`src/rtl/hex_refresh_ctrl.sv`:
```
// Six-digit 7-segment refresh controller. The digits share one external 3-bit-to-7-segment
// decoder. Dirty digits are serviced round-robin through IDLE -> FETCH -> LATCH.
// Digits flagged in blink_mask toggle dark/lit every BLINK_DIV cycles.
module hex_refresh_ctrl #(
    parameter int unsigned BLINK_DIV = 25_000_000
) (
    input  logic       clk,
    input  logic       reset_n,
    input  logic       wr_valid,
    output logic       wr_ready,
    input  logic [2:0] wr_idx,
    input  logic [2:0] wr_val,
    input  logic       wr_blank,
    input  logic [5:0] blink_mask,
    output logic [2:0] dec_bcd,
    input  logic [6:0] dec_leds,
    output logic [6:0] hex0,
    output logic [6:0] hex1,
    output logic [6:0] hex2,
    output logic [6:0] hex3,
    output logic [6:0] hex4,
    output logic [6:0] hex5,
    output logic       busy
);

    localparam int unsigned CntW = 25;
    localparam logic [CntW-1:0] CntMax = CntW'(BLINK_DIV - 1);

    typedef enum logic [1:0] {StIdle, StFetch, StLatch} state_e;

    state_e               state_q, state_d;
    logic [5:0][2:0]      value_q, value_d;
    logic [5:0]           blank_q, blank_d;
    logic [5:0]           dirty_q, dirty_d;
    logic [5:0][6:0]      hex_q, hex_d;
    logic [2:0]           rr_ptr_q, rr_ptr_d;
    logic [2:0]           cur_q, cur_d;
    logic [2:0]           dec_bcd_q, dec_bcd_d;
    logic                 eb_s_q, eb_s_d;
    logic [CntW-1:0]      blk_cnt_q, blk_cnt_d;
    logic                 blink_phase_q, blink_phase_d;

    logic       sel_found;
    logic [2:0] sel_idx;
    logic [3:0] cand;
    logic       blink_wrap;
    logic       wr_fire;

    // The write port never stalls; it is only held off while in reset.
    assign wr_ready = reset_n;
    assign wr_fire  = wr_valid && wr_ready && (wr_idx <= 3'd5);
    assign busy     = (state_q != StIdle) || (|dirty_q);
    assign dec_bcd  = dec_bcd_q;
    assign hex0     = hex_q[0];
    assign hex1     = hex_q[1];
    assign hex2     = hex_q[2];
    assign hex3     = hex_q[3];
    assign hex4     = hex_q[4];
    assign hex5     = hex_q[5];

    // Round-robin pick of the first dirty digit, starting at rr_ptr.
    always_comb begin
        sel_found = 1'b0;
        sel_idx   = 3'd0;
        cand      = 4'd0;
        for (int k = 0; k < 6; k++) begin
            cand = {1'b0, rr_ptr_q} + 4'(k);
            if (cand >= 4'd6) cand = cand - 4'd6;
            if (!sel_found && dirty_q[cand[2:0]]) begin
                sel_found = 1'b1;
                sel_idx   = cand[2:0];
            end
        end
    end

    // Next-state: blink timer, service FSM, then the write port (a write beats a clear).
    always_comb begin
        state_d       = state_q;
        value_d       = value_q;
        blank_d       = blank_q;
        dirty_d       = dirty_q;
        hex_d         = hex_q;
        rr_ptr_d      = rr_ptr_q;
        cur_d         = cur_q;
        dec_bcd_d     = dec_bcd_q;
        eb_s_d        = eb_s_q;
        blink_phase_d = blink_phase_q;

        blink_wrap = (blk_cnt_q == CntMax);
        blk_cnt_d  = blink_wrap ? '0 : blk_cnt_q + 1'b1;

        case (state_q)
            StIdle: begin
                if (sel_found) begin
                    cur_d            = sel_idx;
                    dec_bcd_d        = value_q[sel_idx];
                    eb_s_d           = blank_q[sel_idx] | (blink_mask[sel_idx] & blink_phase_q);
                    dirty_d[sel_idx] = 1'b0;
                    state_d          = StFetch;
                end
            end
            StFetch: state_d = StLatch;
            StLatch: begin
                hex_d[cur_q] = eb_s_q ? 7'h7F : dec_leds;
                rr_ptr_d     = (cur_q == 3'd5) ? 3'd0 : cur_q + 3'd1;
                state_d      = StIdle;
            end
            default: state_d = StIdle;
        endcase

        // Applied after the service clear so a phase change is never lost.
        if (blink_wrap) begin
            blink_phase_d = ~blink_phase_q;
            dirty_d       = dirty_d | blink_mask;
        end

        if (wr_fire) begin
            value_d[wr_idx] = wr_val;
            blank_d[wr_idx] = wr_blank;
            dirty_d[wr_idx] = 1'b1;
        end
    end

    // State registers with asynchronous active-low reset.
    always_ff @(posedge clk or negedge reset_n) begin
        if (!reset_n) begin
            state_q       <= StIdle;
            value_q       <= '0;
            blank_q       <= '1;
            dirty_q       <= '0;
            hex_q         <= {6{7'h7F}};
            rr_ptr_q      <= 3'd0;
            cur_q         <= 3'd0;
            dec_bcd_q     <= 3'd0;
            eb_s_q        <= 1'b0;
            blk_cnt_q     <= '0;
            blink_phase_q <= 1'b0;
        end else begin
            state_q       <= state_d;
            value_q       <= value_d;
            blank_q       <= blank_d;
            dirty_q       <= dirty_d;
            hex_q         <= hex_d;
            rr_ptr_q      <= rr_ptr_d;
            cur_q         <= cur_d;
            dec_bcd_q     <= dec_bcd_d;
            eb_s_q        <= eb_s_d;
            blk_cnt_q     <= blk_cnt_d;
            blink_phase_q <= blink_phase_d;
        end
    end

endmodule

```
`config.mk`:
```
export PLATFORM = sky130hd
export DESIGN_NAME = hex_refresh_ctrl
export DESIGN_NICKNAME = d
export VERILOG_FILES = /design/src/rtl/hex_refresh_ctrl.sv
export SDC_FILE = /design/constraint.sdc
export NUM_CORES = 1
export LEC_CHECK = 0
export ABC_AREA = 1
export BUFFER_PORTS_ARGS = -buffer_cell sky130_fd_sc_hd__buf_2
export CAP_MARGIN = 20
export CORE_MARGIN = 1
export CORE_UTILIZATION = 30
export CTS_CLUSTER_DIAMETER = 120
export CTS_CLUSTER_SIZE = 28
export DETAILED_ROUTE_END_ITERATION = 12
export GPL_ROUTABILITY_DRIVEN = 0
export SYNTH_ARGS = -nofsm -noshare
export SYNTH_HDL_FRONTEND = slang
export SYNTH_SLANG_ARGS = --single-unit
```
`constraint.sdc`:
```
create_clock -name clk -period 7.3 [get_ports clk]
set_clock_uncertainty 0.1 [all_clocks]
set_input_delay 0.73 -clock clk [delete_from_list [all_inputs] [get_ports clk]]
set_output_delay 0.73 -clock clk [all_outputs]
set_load 0.01 [all_outputs]
```
==> reports/results.tsv, run 1 <==
metric	value	unit
cts.sinks	110	
worst_pin_slew	0.715	ns
required	7.41	ns
path_cells	inv_4 > ha_1 > nand2_1 > nand3_1 > nand2_1 > nand2_1 > nand2_2 > nand2_1 > nand3_1 > nand2_2 > nor3_2 > nand2_1 > nand3_2 > inv_2 > nand2_1 > o21ai_0 > o211ai_1	
ys_ff_latch	110	
cap_violations	0	
post-cts-setup-buffer-count	0	
critPathKind	reg2reg	
ios	70	
fmax	268	MHz
drt_iter0_drc	240	
yosysSeqAreaShare	0.479	
grt_max_degree	59	
crit_arrival	3.84	ns
drt-wirelength-per-cell	13.3	microns
finalSetupViolCount	0	
p_leak	3.19	nW
synth_warnings	0	
drc_errors	0	
grt_pass1_vias	4491	
synth-main-ff-cell	dfrtp_1	
netlist_instances	712	
maxSlewHeadroom	0.524	
syn_to_final_growth	14.9	%
grt_pass1_wl	22.6	mm
firstDrtPassIters	5	
multi_input_area	2640	sq um
dp_hpwl	10.4	mm
track_usage	0.142	
clockBufferDepth	2	
initial_utilization	0.310	
crit_buf_inv	2	
min_path_type	in2async	
holdWs	0.319	ns
clk_pin_slew_worst_paths	0.07	ns
drt-total-wl	13.9	mm
status	completed	
seq_area	2810	sq um
syn-num-nets	744	
cts-htree-levels	3	
cp_max_fo	20	
peakVddDrop	0.000215	V
cts_tree	yes	
final_nets	810	
clock_latency	0.35	ns
cts_buffers	9	
cp_common_cell	nand2_1	
postSynthAreaPerCell	8.25	sq um
grt-ovfl-total	0	
insertedDiodeCount	0	
cp_top_family	simple AND/OR/NAND/NOR gates	
p_total	3.45	mW
cp_slowest_cell	dfrtp_1	
drive_above_1_share	0.259	
final_antenna_net_count	0	
max_stage_delay	0.80	ns
synth_edf_count	0	
finalHoldViolCount	0	
async_flop_share	1.00	
postCtsResizedCells	0	
viasPerCell	4.60	
via_count	4801	
die-area	20100	sq um
synthesis.area	5870	sq um
synth_cell_types	43	
rows	50	
antenna_found_initial	0	
nFillCells	1982	
fp.dieW	142	microns
period_share	0.510	
postCtsHoldBufs	0	
core-area	19000	sq um
cts_root_buffer	clkbuf_16	
start_kind	flop	
final_max_slew_viol_count	0	
rsz0062_at_grt	false	
tns	0	ns
portBuffers	69	
power.density	512	nW/um^2
die-height	142	microns
end_kind	flop	
min_period	3.73	ns
-- cells by family (layout without fill, tap and decap cells) --
family / Yosys count / in the layout / share of synthesized area
buf+inv: 100 / 171 / 0.0720
compound gates: 125 / 125 / 0.121
flops: 110 / 110 / 0.479
fa+ha+maj: 9 / 9 / 0.0192
simple gates: 361 / 361 / 0.295
xor+xnor: 7 / 7 / 0.0136
-- cell usage in the layout (no fill, tap or decap), drive strengths merged, types with 2 or more instances in the layout --
master and count:
a21oi 28, and3 3, buf 71, clkbuf 12, clkinv 4, dfrtp 62, dfstp 48, ha 9
inv 84, nand2 195, nand3 58, nand4 16, nor2 64, nor3 17, nor4 6, o211ai 10
o21ai 81, o221ai 2, xor2 6
-- state kept, by name (all words and copies together), names as in the netlist --
name / flops
blank_q: 6
blink_phase_q: 1
blk_cnt_q: 25
cur_q: 3
dec_bcd: 3
dirty_q: 6
eb_s_q: 1
hex0: 7
hex1: 7
hex2: 7
hex3: 7
hex4: 7
hex5: 7
rr_ptr_q: 3
state_q: 2
value_q: 18
-- power breakdown --
| part | internal [mW] | switching, mW |
|---|---|---|
| registers | 0.897 | 0.136 |
| logic | 0.636 | 1.31 |
| clock network | 0.252 | 0.225 |
-- routing by layer --
layer / share of wire / up-vias / GRT usage
met5: 0 / - / 0
met4: 0.015 / 0 / 0.0509
met3: 0.026 / 12 / 0.0152
met2: 0.48 / 60 / 0.236
met1: 0.47 / 2258 / 0.193
li1: - / 2471 / -
-- Yosys cell counts, types with 2 or more instances --
cell type	count	area (sq um)
a21oi_1	26	130
a21oi_2	2	17.5
and3_1	3	18.8
buf_4	2	15.0
buf_6	2	22.5
buf_8	2	30.0
clkbuf_1	9	33.8
clkinv_1	2	7.51
dfrtp_1	62	1550
dfstp_2	48	1260
ha_1	9	113
inv_1	71	267
inv_2	10	37.5
nand2_1	174	653
nand2_2	16	100
nand2_4	5	56.3
nand3_1	47	235
nand3_2	8	80.1
nand3_4	3	52.6
nand4_1	16	100
nor2_1	52	195
nor2_2	9	56.3
nor2_4	3	33.8
nor3_1	14	70.1
nor3_2	3	30.0
nor4_1	6	37.5
o211ai_1	9	67.6
o21ai_0	68	340
o21ai_1	8	40.0
o21ai_2	5	43.8
o221ai_1	2	17.5
xor2_1	5	43.8
-- through the flow --
step | util | instance area (sq um) | cells | worst slack (ns)
2_1_floorplan | - | 5870 | 712 | 4.55
4_1_cts | 0.356 | 6750 | 1043 | 3.58
3_5_place_dp | 0.341 | 6460 | 1027 | 3.58
3_3_place_gp | 0.341 | 6460 | 1027 | 3.66
5_1_grt | 0.356 | 6750 | 1043 | 3.16
6_report | 0.356 | 6750 | 1043 | 3.57
-- cell type report --
| class | count | share of cell area |
|---|---|---|
| Sequential cell | 110 | 0.417 |
| Multi-Input combinational cell | 502 | 0.392 |
| Timing Repair Buffer | 71 | 0.0538 |
| Tap cell | 260 | 0.0482 |
| Inverter | 84 | 0.0471 |
| Clock buffer | 12 | 0.0380 |
| Clock inverter | 4 | 0.00426 |
-- worst register-to-register path, cell delays in order, from the launching register on --
cell      delay, ns
dfrtp_1        0.80
inv_4          0.15
ha_1           0.52
nand2_1        0.09
nand3_1        0.10
nand2_1        0.05
nand2_1        0.10
nand2_2        0.09
nand2_1        0.06
nand3_1        0.09
nand2_2        0.13
nor3_2         0.07
nand2_1        0.07
nand3_2        0.42
inv_2          0.33
nand2_1        0.13
o21ai_0        0.18
o211ai_1       0.10
-- worst paths after layout --
kind	startpoint	end	slack, ns	depth (start not counted)
hold / removal	reset_n	rr_ptr_q[2]	0.32	1
hold reg to reg	state_q[1]	state_q[1]	0.35	1
setup reg to reg	rr_ptr_q[0]	dirty_q[2]	3.57	17
setup / recovery	rr_ptr_q[0]	dirty_q[2]	3.57	17
min in group clk	state_q[1]	state_q[1]	0.35	1
max in group asynchronous	reset_n	blk_cnt_q[14]	5.62	2
(Power assumes the default switching activity.)
==> run 2: changes to the inputs <==
Settings changed: ABC_AREA 1 to 0.
Clock period 7.3 ns to 3.9 ns, I/O delays scaled along.
==> reports/results.tsv, run 2 <==
metric	value	unit	change
power.density	983	nW/um^2	+92%
cellInternalPower	3.62	mW	+100%
reg_top3	blk_cnt_q (25), value_q (18)		
seq_area	2810	sq um	unchanged
synth_area_leaders	dfrtp_1 27%, dfstp_2 22%, mux2_2 5.2%		
multi_input_area	2800	sq um	+6.1%
firstDrtPassIters	5		unchanged
final_antenna_net_count	0		unchanged
grt_pass1_vias	4251		-5.3%
initial_utilization	0.308		-0.00140
synth_warnings	0		unchanged
cts_root_buffer	clkbuf_16		
start_kind	flop		
min_path_type	in2async		
grt_max_degree	58		-1.7%
crit_buf_inv	1		-1
p_leak	2.98	nW	-6.7%
cts_tree	yes		
place_inst	891		-13%
rsz0062_at_grt	false		
ys_ff_latch	110		unchanged
viasPerCell	4.87		+5.8%
final_nets	675		-17%
synth_edf_count	0		unchanged
synthesis.area	5810	sq um	-1.1%
cp_top_family	compound AO/OA/AOI/OAI gates		
rows	50		unchanged
period_share	0.925		+0.414
final_common_cell	buf_2		
drt-wirelength-per-cell	14.9	microns	+12%
finalHoldViolCount	0		unchanged
core-area	18800	sq um	-0.66%
regMostFlops	blk_cnt_q		
worst_pin_slew	0.909	ns	+0.194 ns
largest_reg_flops	25		unchanged
grt-ovfl-total	0		unchanged
syn_to_final_growth	15.7	%	
cp_common_cell	mux2i_1		
final_max_slew_viol_count	0		unchanged
power.switching	2.99	mW	+79%
cp_slowest_cell	dfrtp_1		
portBuffers	69		unchanged
netlist.area_leader.share	0.267		+0.00296
nFillCells	1922		-3.0%
maxSlewHeadroom	0.389		-0.134
cap_violations	0		unchanged
drt-total-wl	13.5	mm	-2.6%
synth_cell_types	72		+67%
drc_errors	0		unchanged
postCtsHoldBufs	0		unchanged
postSynthAreaPerCell	10.1	sq um	+22%
dp_hpwl	9.90	mm	-4.4%
power_frac_clock	0.140		+0.002
cts.sinks	110		unchanged
path_cells	inv_1 > ha_1 > and2_2 > mux2i_1 > mux2i_1 > a21boi_4 > mux2_2 > and4_2 > o31ai_1 > a31oi_1 > o41a_1		
drt_iter0_drc	291		+21%
tns	0	ns	unchanged
finalSetupViolCount	0		unchanged
cts-htree-levels	3		unchanged
stdcell_count	908		-13%
peakVddDrop	0.000380	V	+77%
track_usage	0.141		-0.000939
end_kind	flop		
syn-num-nets	609		-18%
cp_max_fo	10		-50%
insertedDiodeCount	0		unchanged
clk_pin_slew_worst_paths	0.08	ns	about the same
postCtsResizedCells	0		unchanged
min_period	3.61	ns	-0.120 ns
critPathKind	reg2reg		
cts_buffers	9		unchanged
required	4.03	ns	-3.38 ns
status	completed		
yosysTopAreaCell	dfrtp_1		
synthTopCellsByCount	63 x nor2_1, 62 x dfrtp_1, 62 x nand2_1, 49 x o21ai_0, 48 x dfstp_2		
yosysSeqAreaShare	0.484		+0.00536
clock_latency	0.35	ns	about the same
async_flop_share	1.00		unchanged
yosysMostFrequentCell	nor2_1		
final_cell_mix	68 x buf_2, 63 x nor2_1, 62 x nand2_1, 62 x dfrtp_1, 49 x o21ai_0		
clockBufferDepth	2		unchanged
drive_above_1_share	0.299		+0.0401
max_stage_delay	0.45	ns	-0.35 ns
comb_power_share	0.564		about the same
crit_arrival	3.74	ns	-0.10 ns
netlist_instances	577		-19%
post-cts-setup-buffer-count	0		unchanged
synth-main-ff-cell	dfrtp_1		
die-area	19900	sq um	-1.1%
via_count	4422		-7.9%
grt_pass1_wl	22.1	mm	-2.5%
fp.dieW	141	microns	-0.55%
ios	70		unchanged
p_seq_frac	0.297		-0.002
swShare	0.452		-0.0307
antenna_found_initial	0		unchanged
fmax	277	MHz	+3.3%
die-height	141	microns	-0.55%
[run 2: cell count changes after synthesis, sizes merged, moves of 11 or more]
cell | before | now
nand2 | 195 | 62
inv | 82 | 12
o21ai | 81 | 51
mux2 | 0 | 27
nand3 | 58 | 33
mux2i | 0 | 15
and3 | 3 | 16
xnor2 | 1 | 12
xor2 | 6 | 17
[run 2: layout make-up]
type / instances / area share
Inverter: 13 / 0.00726
Clock buffer: 9 / 0.0335
Tap cell: 260 / 0.0484
Timing Repair Buffer: 80 / 0.0640
Sequential cell: 110 / 0.419
Multi-Input combinational cell: 429 / 0.417
Clock inverter: 7 / 0.0110
[run 2: layer usage]
metal  GRT usage  up-vias  share of wire
met4      0.0549        0          0.018
met5           0        -              0
met2       0.229       59           0.48
li1            -     2180              -
met1       0.188     2169           0.48
met3      0.0245       14          0.026
[run 2: kinds of logic after synthesis]
| kind of cell | Yosys count | synth area share |
|---|---|---|
| muxes | 43 | 0.0877 |
| DFF | 110 | 0.484 |
| adders and majority gates | 9 | 0.0194 |
| buffers and inverters | 38 | 0.0340 |
| xor gates and xnor gates | 29 | 0.0437 |
| and+or+nand+nor | 216 | 0.177 |
| AOI/OAI and AO/OA | 132 | 0.154 |
[run 2: worst reg2reg max path, cell delays in order (launching register included)]
cell and delay [ns]:
dfrtp_1 0.45, inv_1 0.13, ha_1 0.31, and2_2 0.20
mux2i_1 0.28, mux2i_1 0.19, a21boi_4 0.36, mux2_2 0.40
and4_2 0.24, o31ai_1 0.27, a31oi_1 0.13, o41a_1 0.41
[run 2: path summary, 6_finish.rpt]
| kind | slack, ns | start | cells after the start | endpoint |
|---|---|---|---|---|
| min | 0.16 | reset_n | 2 | blk_cnt_q[14] |
| min in group clk | 0.20 | blink_mask[0] | 2 | dirty_q[0] |
| max in group asynchronous | 3.05 | reset_n | 2 | cur_q[2] |
| max | 0.29 | rr_ptr_q[1] | 11 | eb_s_q |
| max reg2reg | 0.29 | rr_ptr_q[1] | 11 | eb_s_q |
| min reg2reg | 0.38 | state_q[1] | 1 | state_q[1] |
[run 2: power groups by stage]
stage,clock [mW],combinational [mW],sequential (mW)
after floorplan,0,2.71,2.03
after global placement,0,3.67,1.98
after detailed placement,0,3.69,1.99
after CTS,0.960,3.70,1.97
after global routing,1.00,4.11,2.02
final,0.923,3.72,1.96
[run 2: per-stage QoR]
step                      setup slack (ns)  total power, mW   util  area (sq um)  hold WS [ns]
after global routing                0.0333             7.14  0.357          6720         0.203
after detailed placement             0.340             5.67  0.341          6410         0.369
after global placement               0.346             5.64  0.341          6410         0.366
after floorplan                      0.114             4.74      -          5810      -0.00559
final                                0.293             6.61  0.357          6720         0.162
after CTS                            0.296             6.62  0.356          6710         0.177
==> run 3: changes to the inputs <==
Settings changed: SLEW_MARGIN from default to 20.
Clock period 3.9 ns to 4.5 ns, I/O delays scaled along.
==> reports/results.tsv, run 3 (synthesis gave the netlist of run 2 again) <==
metric	value	unit	change
status	completed		
final_max_slew_viol_count	0		unchanged
p_total	5.65	mW	-15%
fp.dieW	141	microns	unchanged
reg2reg_depth	11		unchanged
grt_max_degree	63		+8.6%
min_period	3.95	ns	+0.345 ns
worst_pin_slew	0.898	ns	-0.0112 ns
postCtsResizedCells	0		unchanged
place_inst	885		-0.67%
cap_violations	0		unchanged
cts-htree-levels	3		unchanged
path_cells	clkinv_1 > ha_1 > and2_2 > mux2i_1 > mux2i_1 > a21boi_4 > mux2_2 > nand3_1 > a21oi_1 > o21a_1 > o41a_1		
cts_tree	yes		
die-area	19900	sq um	unchanged
worst-path-stages	11		unchanged
cp_common_cell	mux2i_1		
clk_pin_slew_worst_paths	0.07	ns	about the same
drt_iter0_drc	237		-19%
core-area	18800	sq um	unchanged
drc_errors	0		unchanged
largest_reg_flops	25		unchanged
period_share	0.878		-0.0466
max_stage_delay	0.57	ns	+0.12 ns
tns	0	ns	unchanged
cts_root_buffer	clkbuf_16		
rows	50		unchanged
power.switching	2.54	mW	-15%
initial_utilization	0.308		unchanged
cp_slowest_cell	ha_1		
final_nets	668		-1.0%
final_cell_mix	68 x buf_2, 63 x nor2_1, 62 x nand2_1, 62 x dfrtp_1, 49 x o21ai_0		
final_antenna_net_count	0		unchanged
antenna_found_initial	0		unchanged
postCtsHoldBufs	0		unchanged
maxSlewHeadroom	0.399		+0.00948
drt-wirelength-per-cell	15.0	microns	+1.2%
viasPerCell	4.94		+1.5%
p_leak	2.96	nW	-0.85%
grt_pass1_wl	22.4	mm	+1.7%
min_path_type	in2async		
cp_max_fo	17		+7
syn_to_final_growth	15.2	%	
post-cts-setup-buffer-count	0		unchanged
grt_pass1_vias	4291		+0.94%
final_common_cell	buf_2		
power_frac_clock	0.146		+0.006
die-height	141	microns	unchanged
dp_hpwl	10.0	mm	+1.1%
r2r_start	rr_ptr_q[0]		
reg2reg_to	eb_s_q		
start_kind	flop		
peakVddDrop	0.000358	V	-6.0%
p_seq_frac	0.300		+0.003
via_count	4452		+0.68%
rsz0062_at_grt	false		
portBuffers	69		unchanged
cts_buffers	9		unchanged
swShare	0.450		-0.00258
stdcell_count	901		-0.77%
drt-total-wl	13.6	mm	+0.44%
required	4.64	ns	+0.61 ns
end_kind	flop		
regMostFlops	blk_cnt_q		
firstDrtPassIters	5		unchanged
comb_power_share	0.554		-0.010
cellInternalPower	3.11	mW	-14%
drive_above_1_share	0.292		-0.00765
finalSetupViolCount	0		unchanged
critPathKind	reg2reg		
clockBufferDepth	2		unchanged
clock_latency	0.36	ns	about the same
grt-ovfl-total	0		unchanged
insertedDiodeCount	0		unchanged
reg_top3	blk_cnt_q (25), value_q (18)		
crit_arrival	4.09	ns	+0.35 ns
ios	70		unchanged
power.density	845	nW/um^2	-14%
cp_top_family	compound AO/OA/AOI/OAI gates		
r2r_slack	0.55	ns	+0.25 ns
fmax	253	MHz	-8.7%
cts.sinks	110		unchanged
final_util	0.355		-0.00166
track_usage	0.144		+0.00264
crit_buf_inv	1		unchanged
finalHoldViolCount	0		unchanged
run 3: cell type report:
type                    instances  area (sq um)
flip-flops and latches        110          2810
well taps                     260           325
repair buffers                 73           378
clock buffers                  12           278
inverters                      13          48.8
clock inverters                 4          33.8
multi-input cells             429          2810
fillers                      1929         12100
run 3: power groups by stage:
stage / registers [mW] / clock network, mW / logic [mW]
after global placement: 1.71 / 0 / 3.10
after CTS: 1.70 / 0.842 / 3.13
after floorplan: 1.76 / 0 / 2.35
after detailed placement: 1.72 / 0 / 3.12
after global routing: 1.75 / 0.880 / 3.49
final: 1.70 / 0.822 / 3.13
run 3: routing by layer:
layer | routed length (microns) | up-vias | GRT usage | part of all wire
li1 | - | 2168 | - | -
met1 | 6310 | 2219 | 0.189 | 0.47
met2 | 6750 | 55 | 0.238 | 0.50
met3 | 345 | 10 | 0.0279 | 0.025
met4 | 153 | 0 | 0.0458 | 0.011
met5 | 0 | - | 0 | 0
run 3: worst register-to-register path, delay by kind of cell (launching register included):
| kind | cells | cell delay (ns) |
|---|---|---|
| AO/OA/AOI/OAI | 4 | 0.99 |
| multiplexers | 3 | 0.89 |
| AND/OR/NAND/NOR | 2 | 0.70 |
| adder cells (fa/ha/maj) | 1 | 0.57 |
| flip-flops | 1 | 0.35 |
| buffers and inverters | 1 | 0.23 |
run 3: per-stage QoR:
stage	instance area, sq um	setup WS [ns]	hold WS, ns
after floorplan	5810	0.714	0.0544
after global placement	6370	0.694	0.366
after detailed placement	6370	0.567	0.372
after CTS	6680	0.577	0.244
after global routing	6690	0.180	0.261
final	6690	0.548	0.252
run 3: worst max path at each step:
stage	startpoint	to
3_3_place_gp	rr_ptr_q[0]	eb_s_q
2_1_floorplan	rr_ptr_q[0]	eb_s_q
4_1_cts	rr_ptr_q[0]	eb_s_q
5_1_grt	rr_ptr_q[0]	eb_s_q
3_5_place_dp	rr_ptr_q[0]	eb_s_q
6_report	rr_ptr_q[0]	eb_s_q
